File: src/rtl/wave_pwm_dac.sv
// -----------------------------------------------------------------------------
// wave_pwm_dac
//
// PWM output stage for the function generator. Each incoming 8-bit waveform
// sample is scaled (gain in Q1.7, signed offset) and clamped to 0..255. At
// every PWM period boundary the latest scaled value becomes the duty for the
// next 256-tick period. Because the duty only changes at a boundary, the
// output never glitches mid-period. pwm_out drives an external RC low-pass
// filter that turns the duty into an analog level.
//
// Ports
//   clk           system clock
//   rst_n         asynchronous active-low reset
//   enable        level, run the PWM output (drains to a period end on drop)
//   sample_in     unsigned 8-bit waveform sample
//   gain          unsigned gain, 0x80 = 1.0
//   offset        9-bit two's-complement offset added after the gain
//   prescale      PWM tick divider, one tick every prescale+1 clocks
//   pwm_out       registered PWM pin
//   held_duty     duty value currently being played
//   sample_strobe one-cycle pulse in the cycle held_duty shows a new sample
//   clip          sticky saturation flag
//   clip_clr      synchronous clear of clip (a new saturation wins)
//   busy          high while the PWM is running or draining
// -----------------------------------------------------------------------------
module wave_pwm_dac #(
    parameter int         PRESCALE_W = 8,
    parameter logic [7:0] RESET_DUTY = 8'd0
) (
    input  logic                  clk,
    input  logic                  rst_n,
    input  logic                  enable,
    input  logic [7:0]            sample_in,
    input  logic [7:0]            gain,
    input  logic [8:0]            offset,
    input  logic [PRESCALE_W-1:0] prescale,
    output logic                  pwm_out,
    output logic [7:0]            held_duty,
    output logic                  sample_strobe,
    output logic                  clip,
    input  logic                  clip_clr,
    output logic                  busy
);

    typedef enum logic [1:0] {
        IDLE  = 2'd0,
        RUN   = 2'd1,
        DRAIN = 2'd2
    } state_t;

    state_t state_reg;
    state_t state_next;

    // -------------------------------------------------------------------------
    // Scaling pipeline (runs every cycle regardless of state)
    // -------------------------------------------------------------------------
    logic [15:0]        prod_reg;
    logic [7:0]         scaled_reg;
    logic               sat_reg;
    logic signed [10:0] sum;
    logic               sat_lo;
    logic               sat_hi;
    logic [7:0]         scaled_next;

    // prod>>7 is at most 510 and the offset spans -256..255, so an 11-bit
    // signed sum holds every result without overflow.
    assign sum    = $signed({2'b00, prod_reg[15:7]}) + $signed({{2{offset[8]}}, offset});
    assign sat_lo = sum[10];
    assign sat_hi = !sum[10] && (sum[9:8] != 2'b00);

    always_comb begin
        scaled_next = sum[7:0];
        if (sat_lo) begin
            scaled_next = 8'd0;
        end else if (sat_hi) begin
            scaled_next = 8'hFF;
        end
    end

    always_ff @(posedge clk or negedge rst_n) begin
        if (!rst_n) begin
            prod_reg   <= 16'd0;
            scaled_reg <= 8'd0;
            sat_reg    <= 1'b0;
        end else begin
            prod_reg   <= sample_in * gain;
            scaled_reg <= scaled_next;
            sat_reg    <= sat_lo || sat_hi;
        end
    end

    // After reset the pipeline holds zeros, not real samples. Counting two
    // clocks of refill keeps the first played duty from being that garbage.
    logic [1:0] fill_cnt_reg;
    logic       pipe_ready;

    assign pipe_ready = (fill_cnt_reg == 2'd2);

    always_ff @(posedge clk or negedge rst_n) begin
        if (!rst_n) begin
            fill_cnt_reg <= 2'd0;
        end else if (!pipe_ready) begin
            fill_cnt_reg <= fill_cnt_reg + 2'd1;
        end
    end

    // -------------------------------------------------------------------------
    // Sticky clip flag; a saturation in the same cycle beats the clear.
    // -------------------------------------------------------------------------
    logic clip_reg;

    always_ff @(posedge clk or negedge rst_n) begin
        if (!rst_n) begin
            clip_reg <= 1'b0;
        end else if (sat_reg) begin
            clip_reg <= 1'b1;
        end else if (clip_clr) begin
            clip_reg <= 1'b0;
        end
    end

    // -------------------------------------------------------------------------
    // Prescaler and PWM counter
    // -------------------------------------------------------------------------
    logic [PRESCALE_W-1:0] pre_cnt_reg;
    logic [7:0]            pwm_cnt_reg;
    logic                  running;
    logic                  tick;
    logic                  boundary;

    assign running  = (state_reg != IDLE);
    // ">=" rather than "==" so that shrinking prescale below the current
    // count still produces a tick and a wrap instead of a long run-out.
    assign tick     = running && (pre_cnt_reg >= prescale);
    assign boundary = tick && (pwm_cnt_reg == 8'hFF);

    // -------------------------------------------------------------------------
    // State machine: next state and control strobes
    // -------------------------------------------------------------------------
    logic start;        // IDLE -> RUN: load first sample, clear counters
    logic load_sample;  // period boundary while continuing to run
    logic go_idle;      // drain finished at a boundary

    always_comb begin
        state_next  = state_reg;
        start       = 1'b0;
        load_sample = 1'b0;
        go_idle     = 1'b0;
        case (state_reg)
            IDLE: begin
                if (enable && pipe_ready) begin
                    state_next = RUN;
                    start      = 1'b1;
                end
            end
            RUN: begin
                if (!enable) begin
                    state_next = DRAIN;
                end
                load_sample = boundary;
            end
            DRAIN: begin
                if (enable) begin
                    // Re-enabled before the period ended: resume without
                    // touching the counters.
                    state_next  = RUN;
                    load_sample = boundary;
                end else if (boundary) begin
                    state_next = IDLE;
                    go_idle    = 1'b1;
                end
            end
            default: begin
                state_next = IDLE;
            end
        endcase
    end

    always_ff @(posedge clk or negedge rst_n) begin
        if (!rst_n) begin
            state_reg <= IDLE;
        end else begin
            state_reg <= state_next;
        end
    end

    // -------------------------------------------------------------------------
    // Counters
    // -------------------------------------------------------------------------
    always_ff @(posedge clk or negedge rst_n) begin
        if (!rst_n) begin
            pre_cnt_reg <= '0;
        end else if (!running || start || go_idle || tick) begin
            pre_cnt_reg <= '0;
        end else begin
            pre_cnt_reg <= pre_cnt_reg + PRESCALE_W'(1);
        end
    end

    always_ff @(posedge clk or negedge rst_n) begin
        if (!rst_n) begin
            pwm_cnt_reg <= 8'd0;
        end else if (start || go_idle) begin
            pwm_cnt_reg <= 8'd0;
        end else if (tick) begin
            pwm_cnt_reg <= pwm_cnt_reg + 8'd1;
        end
    end

    // -------------------------------------------------------------------------
    // Held duty, strobe and PWM pin
    // -------------------------------------------------------------------------
    logic [7:0] held_duty_reg;
    logic       strobe_reg;
    logic       pwm_out_reg;

    always_ff @(posedge clk or negedge rst_n) begin
        if (!rst_n) begin
            held_duty_reg <= RESET_DUTY;
        end else if (start || load_sample) begin
            held_duty_reg <= scaled_reg;
        end else if (go_idle) begin
            held_duty_reg <= RESET_DUTY;
        end
    end

    always_ff @(posedge clk or negedge rst_n) begin
        if (!rst_n) begin
            strobe_reg  <= 1'b0;
            pwm_out_reg <= 1'b0;
        end else begin
            strobe_reg  <= start || load_sample;
            pwm_out_reg <= running && (pwm_cnt_reg < held_duty_reg);
        end
    end

    assign pwm_out       = pwm_out_reg;
    assign held_duty     = held_duty_reg;
    assign sample_strobe = strobe_reg;
    assign clip          = clip_reg;
    assign busy          = running;

endmodule

File: config.mk
export PLATFORM = sky130hd
export DESIGN_NAME = wave_pwm_dac
export DESIGN_NICKNAME = d
export VERILOG_FILES = /design/src/rtl/wave_pwm_dac.sv
export SDC_FILE = /design/constraint.sdc
export NUM_CORES = 1
export LEC_CHECK = 0
export ABC_AREA = 1
export BUFFER_PORTS_ARGS = -buffer_cell sky130_fd_sc_hd__buf_2
export CAP_MARGIN = 20
export CORE_ASPECT_RATIO = 0.8
export CORE_MARGIN = 8
export CORE_UTILIZATION = 58
export DETAILED_ROUTE_END_ITERATION = 12
export GPL_ROUTABILITY_DRIVEN = 0
export PLACE_DENSITY_LB_ADDON = 0.08
export REMOVE_ABC_BUFFERS = 1
export SYNTH_ARGS = -nofsm -noshare
export SYNTH_HDL_FRONTEND = slang
export SYNTH_SLANG_ARGS = --single-unit
File: constraint.sdc
create_clock -name clk -period 2.58 [get_ports clk]
set_input_delay 0.258 -clock clk [delete_from_list [all_inputs] [get_ports clk]]
set_output_delay 0.258 -clock clk [all_outputs]
set_load 0.01 [all_outputs]
# --- Yosys cells after proc, flatten, opt, wreduce, memory -nomap -nowiden ---
# Index checks and enable logic that the tools add are counted.
word_totals:
  output_inout_bits: 12
  ff_bits: 56
  word_cells: 66
  inputBits: 37
classes:
  n_lt_le_gt_ge: 2
  n_reduce_logical: 20
  multipliers: 1
  addsub: 4
  eq_ne: 7
  mux: 21
op_table:
  columns: ["op", "n"]
  rows:
  - ["8-bit 2-to-1 mux", 7]
  - ["8-bit by 1-bit adder with 8-bit output, second input constant", 2]
  - ["8-bit by 8-bit multiplier with 16-bit output", 1]
  - ["10-bit by 9-bit adder with 11-bit output", 1]
  - ["2-bit nonzero test", 5]
  - ["8-bit equality test, second input constant", 1]
  - ["8-bit greater-or-equal comparator", 1]
  - ["8-bit less-than comparator", 1]
  - ["1-bit 2-to-1 mux", 8]
  - ["2-bit 2-to-1 mux", 4]
  - ["1-bit logical OR", 6]
  - ["2-bit case mux with 3 select lines", 1]
  - ["1-bit logical AND", 5]
  - ["2-bit equality test, second input constant", 2]
  - ["2-bit inequality test, second input constant", 2]
  - ["3-bit inequality test, second input constant", 1]
  - ["3-bit AND reduction", 1]
  - ["2-bit by 1-bit adder with 2-bit output, second input constant", 1]
  - ["2-bit by 1-bit equality test with 1-bit output, second input constant", 1]
  - ["1-bit zero test", 2]
  - ["2-bit zero test", 1]
  - ["1-bit case mux with 2 select lines", 1]

# --- Logic depth before layout (Yosys ltp) ---
depth:
  word_depth: 9
  depth_mapped: 20
  ltp_nobuf: 19

# --- Least setup slack after synthesis ---
# No wires, ideal clock.
synth_path:
  path_kind: "input -> register"
  from: "in gain[7]"
  to: "reg prod_reg[10]"
  setup_time_ns: 0.124
  arrival_ns: 3.727
  slack_ns: -1.271
  required_ns: 2.456
  stages: 16
  n_path_buf: 1
  path_cell_list: "clkbuf_1 nand2_1 fa_1 fa_1 inv_1 fa_1 inv_1 fa_1 inv_1 ha_1 nand2_1 inv_1 nand3_1 o21ai_1 a21oi_1 xnor2_1"
synth_via:
  elab_chain_len: 1
synth_lines:
  columns: ["element", "line_no", "text"]
  rows:
  - ["start, declared", "34", "input logic [7:0] gain,"]
  - ["8-bit by 8-bit multiplier with 16-bit output", "86", "prod_reg <= sample_in * gain;"]
  - ["end signal, assigned", "86", null]
  - ["end, declared", "57", "logic [15:0] prod_reg;"]
# Every way passes these cells.
# A chain may end at the register's enable or synchronous reset.

# --- Worst setup path after layout ---
layout_path:
  from: "in gain[4]"
  to: "reg prod_reg[12]"
# The elaborated chain is that of the path after synthesis.

==> flow_summary.json <==
{
  "status": "finished with violations",
  "violations_in_the_final_reports": "negative setup slack",
  "die_area_um2": 12300,
  "cts_tree": "yes",
  "start_point_of_the_critical_path": "gain[4]",
  "final_net_count": 919,
  "slew_viol_final": 0,
  "cts_root_buf": "clkbuf_16",
  "yosysWarningCount": 0,
  "mostFrequentLayoutCells": "nand2_1 (157), inv_1 (157), ha_1 (58), dfrtp_1 (49), buf_4 (48)",
  "max_frequency_mhz": 287,
  "multi_input_comb_area_um2": 3590,
  "worstPathCellList": "buf_8 -> nand2_4 -> inv_2 -> fa_1 -> inv_2 -> fa_1 -> inv_2 -> fa_1 -> inv_1 -> fa_1 -> inv_2 -> ha_4 -> nand2_2 -> inv_2 -> nand3_2 -> nor2_1 -> nand2_1 -> inv_1 -> nor2_1 -> xor2_1",
  "regArea_um2": 1230,
  "drive_above_1_share_pct": 24.8,
  "diodes": 0,
  "pin_count_of_the_biggest_net_entering_global_routing": 50,
  "finalSetupViolCount": 9,
  "start_util_pct": 58.7,
  "antenna_found_initial": 0,
  "placed_cells_incl_taps": 882,
  "path_class": "in -> reg",
  "post-route-period-util_pct": 135,
  "floorplan.core_area_um2": 8920,
  "grt_pass1_wl_um": 20300,
  "hold_viol": 0,
  "cpMostUsedCell": "inv_2",
  "startpoint_types": "primary input",
  "stdcell_count": 896,
  "syn_area_per_cell_um2": 7.60,
  "critical_path.slowest_cell": "fa_1",
  "cts-hold-fix-buffers": 0,
  "critPathMaxFanout": 5,
  "ys.flop_type": "dfrtp_1",
  "synth.distinct_cells": 40,
  "critPathCapture": "prod_reg[12]$_DFF_PN0_",
  "critPathMaxStageDelay_ps": 540,
  "portbufs": 48,
  "post_layout_utilization_of_the_core_pct": 72.6,
  "relSlewSlack_pct": 59.6,
  "n_fill_cell": 687,
  "global_route.overflow_total": 0,
  "chipHeight_um": 101,
  "number_of_global_route_vias_before_repair": 4493,
  "wirelength_um": 12000,
  "seqPwrFrac_pct": 20.7,
  "vdd.ir_drop.worst_uv": 595,
  "h-tree-depth": 2,
  "max_cap_viols": 0,
  "async_flop_share_pct": 100,
  "synth_seq_cells": 49,
  "drcViolationCount": 0,
  "netlist_area_um2": 5240,
  "via_per_inst": 5.16,
  "final_setup_skew_ps": 5.71,
  "cp-end-kind": "register",
  "net_switching_power_of_the_design_mw": 2.64,
  "dpl_cell_area_um2": 5900,
  "area_growth_pct": 23.6,
  "rsz_0062_raised_after_global_routing": "yes",
  "clkSinkCount": 49,
  "worst-slew-pin-transition_ps": 606,
  "drt_first_iter_violations": 301,
  "worst_skew_pair.late_latency_ps": 290,
  "largest_register_ffs": 9,
  "worst_r2r_startpoint": "pwm_cnt_reg[1]$_DFFE_PN0P_",
  "ioPinCount": 49,
  "p_int_mw": 3.10,
  "pwr-share-clk_pct": 10.9,
  "layout_setup_ws_ps": -906,
  "ant_nets": 0,
  "grt_use_total_pct": 20.0,
  "critical_path_arrival_ps": 3650,
  "numCtsBuffers": 5,
  "total_number_of_vias": 4619,
  "power.share.switching_pct": 46.0,
  "clk_pin_slew_worst_paths_ps": 70,
  "post-route-min-period_ps": 3490,
  "holdCritPathClass": "in -> async",
  "pwr_density_cell_nw_per_um2": 888,
  "fp.dieW_um": 122,
  "worst-r2r-cell-count": 6,
  "comb_power_share_pct": 68.4,
  "hpwl_um": 9400,
  "std_cell_rows": 31,
  "r2r_setup_slk_ps": 430,
  "wire_per_inst_um": 13.4,
  "count_of_tritonroute_iterations_in_the_first_routing_pass": 5,
  "final_cell_area_um2": 6470,
  "clockBufferDepth": 2,
  "worstPathRequired_ps": 2740,
  "synth_sequential_area_ratio_pct": 23.4,
  "synth-edff-count": 0,
  "synth_cells": 689,
  "reg2reg_to": "pwm_cnt_reg[3]$_DFFE_PN0P_",
  "static-leakage-power_nw": 3.81
}
==> cells by family (layout without fill, tap and decap cells) <==
family / after synthesis / after routing / synth area share (%)
simple gates: 275 / 275 / 23.8
buf+inv: 190 / 282 / 13.9
fa+ha+maj: 102 / 102 / 29.5
compound gates: 56 / 56 / 6.16
flops: 49 / 49 / 23.4
xor+xnor: 17 / 17 / 3.20
==> what timing repair did <==
| action | 4_1_cts | 5_1_grt |
|---|---|---|
| setup buffers | 7 | 0 |
| pin swaps | 49 | 5 |
| cloned | 0 | 0 |
| resized for setup | 83 | 19 |
| setup endpoints to repair | 9 | 9 |
==> cell usage after synthesis (3+ instances only) <==
cell / count / area, um2
inv_1: 171 / 642
dfrtp_1: 49 / 1230
clkbuf_1: 13 / 48.8
xor2_1: 11 / 96.3
o21ai_0: 11 / 55.1
nor2_1: 24 / 90.1
nor3_1: 4 / 20.0
nand4_1: 20 / 125
xnor2_1: 5 / 43.8
buf_2: 3 / 15.0
nand2_1: 173 / 649
nor2_2: 4 / 25.0
a21oi_1: 27 / 135
fa_1: 36 / 721
nand2_2: 4 / 25.0
nor3_2: 4 / 40.0
o21bai_1: 8 / 60.1
nand3_1: 31 / 155
ha_1: 66 / 826
==> worst min path at each step <==
| stage | endpoint | depth (start not counted) | slack [ps] | startpoint |
|---|---|---|---|---|
| 6_report | fill_cnt_reg[1]$_DFFE_PN0N_ | 2 | 50 | rst_n |
| 5_1_grt | fill_cnt_reg[1]$_DFFE_PN0N_ | 2 | 120 | rst_n |
| 4_1_cts | fill_cnt_reg[1]$_DFFE_PN0N_ | 2 | 80 | rst_n |
| 3_5_place_dp | fill_cnt_reg[1]$_DFFE_PN0N_ | 2 | 390 | rst_n |
| 3_3_place_gp | fill_cnt_reg[0]$_DFFE_PN0N_ | 2 | 390 | rst_n |
| 2_1_floorplan | clip$_DFFE_PN0P_ | 0 | -40 | rst_n |
==> layout make-up <==
class,instances,share of cell area (%)
tap,115,2.22
sequential,49,18.9
timing repair buffer,101,11.1
multi-input combinational,450,55.5
inverter,173,10.1
clock inverter,2,0.155
clock buffer,6,1.99
==> worst max-delay path, delay by kind of cell <==
kind | cells | cell delay [ps]
adders and majority gates | 5 | 2310
buffers and inverters | 8 | 460
and+or+nand+nor | 6 | 420
xor gates and xnor gates | 1 | 170
==> power by group through the flow <==
stage / registers [mW] / clock network (mW) / logic [mW]
global route: 1.21 / 0.669 / 4.39
CTS: 1.19 / 0.637 / 3.72
floorplan: 1.18 / 0 / 2.06
detailed placement: 1.20 / 0 / 3.09
global placement: 1.19 / 0 / 3.02
finish: 1.19 / 0.625 / 3.93
==> metal layers <==
metal | vias to the layer above | global-route usage [%] | wire (um)
met1 | 2188 | 27.9 | 5560
met5 | - | 0 | 0
met3 | 16 | 4.20 | 731
met4 | 0 | 3.93 | 128
met2 | 128 | 31.3 | 5570
li1 | 2287 | - | -
==> per-stage QoR <==
| step | setup TNS [ps] | setup slack [ps] | total power, mW | hold slack [ps] |
|---|---|---|---|---|
| 6_report | -7100 | -906 | 5.75 | 52.9 |
| 5_1_grt | -8380 | -1040 | 6.27 | 121 |
| 4_1_cts | -6710 | -841 | 5.55 | 82.9 |
| 3_5_place_dp | -11750 | -1380 | 4.28 | 391 |
| 3_3_place_gp | -11440 | -1350 | 4.21 | 387 |
| 2_1_floorplan | -8140 | -1030 | 3.24 | -37.6 |
(Power assumes the default switching activity.)
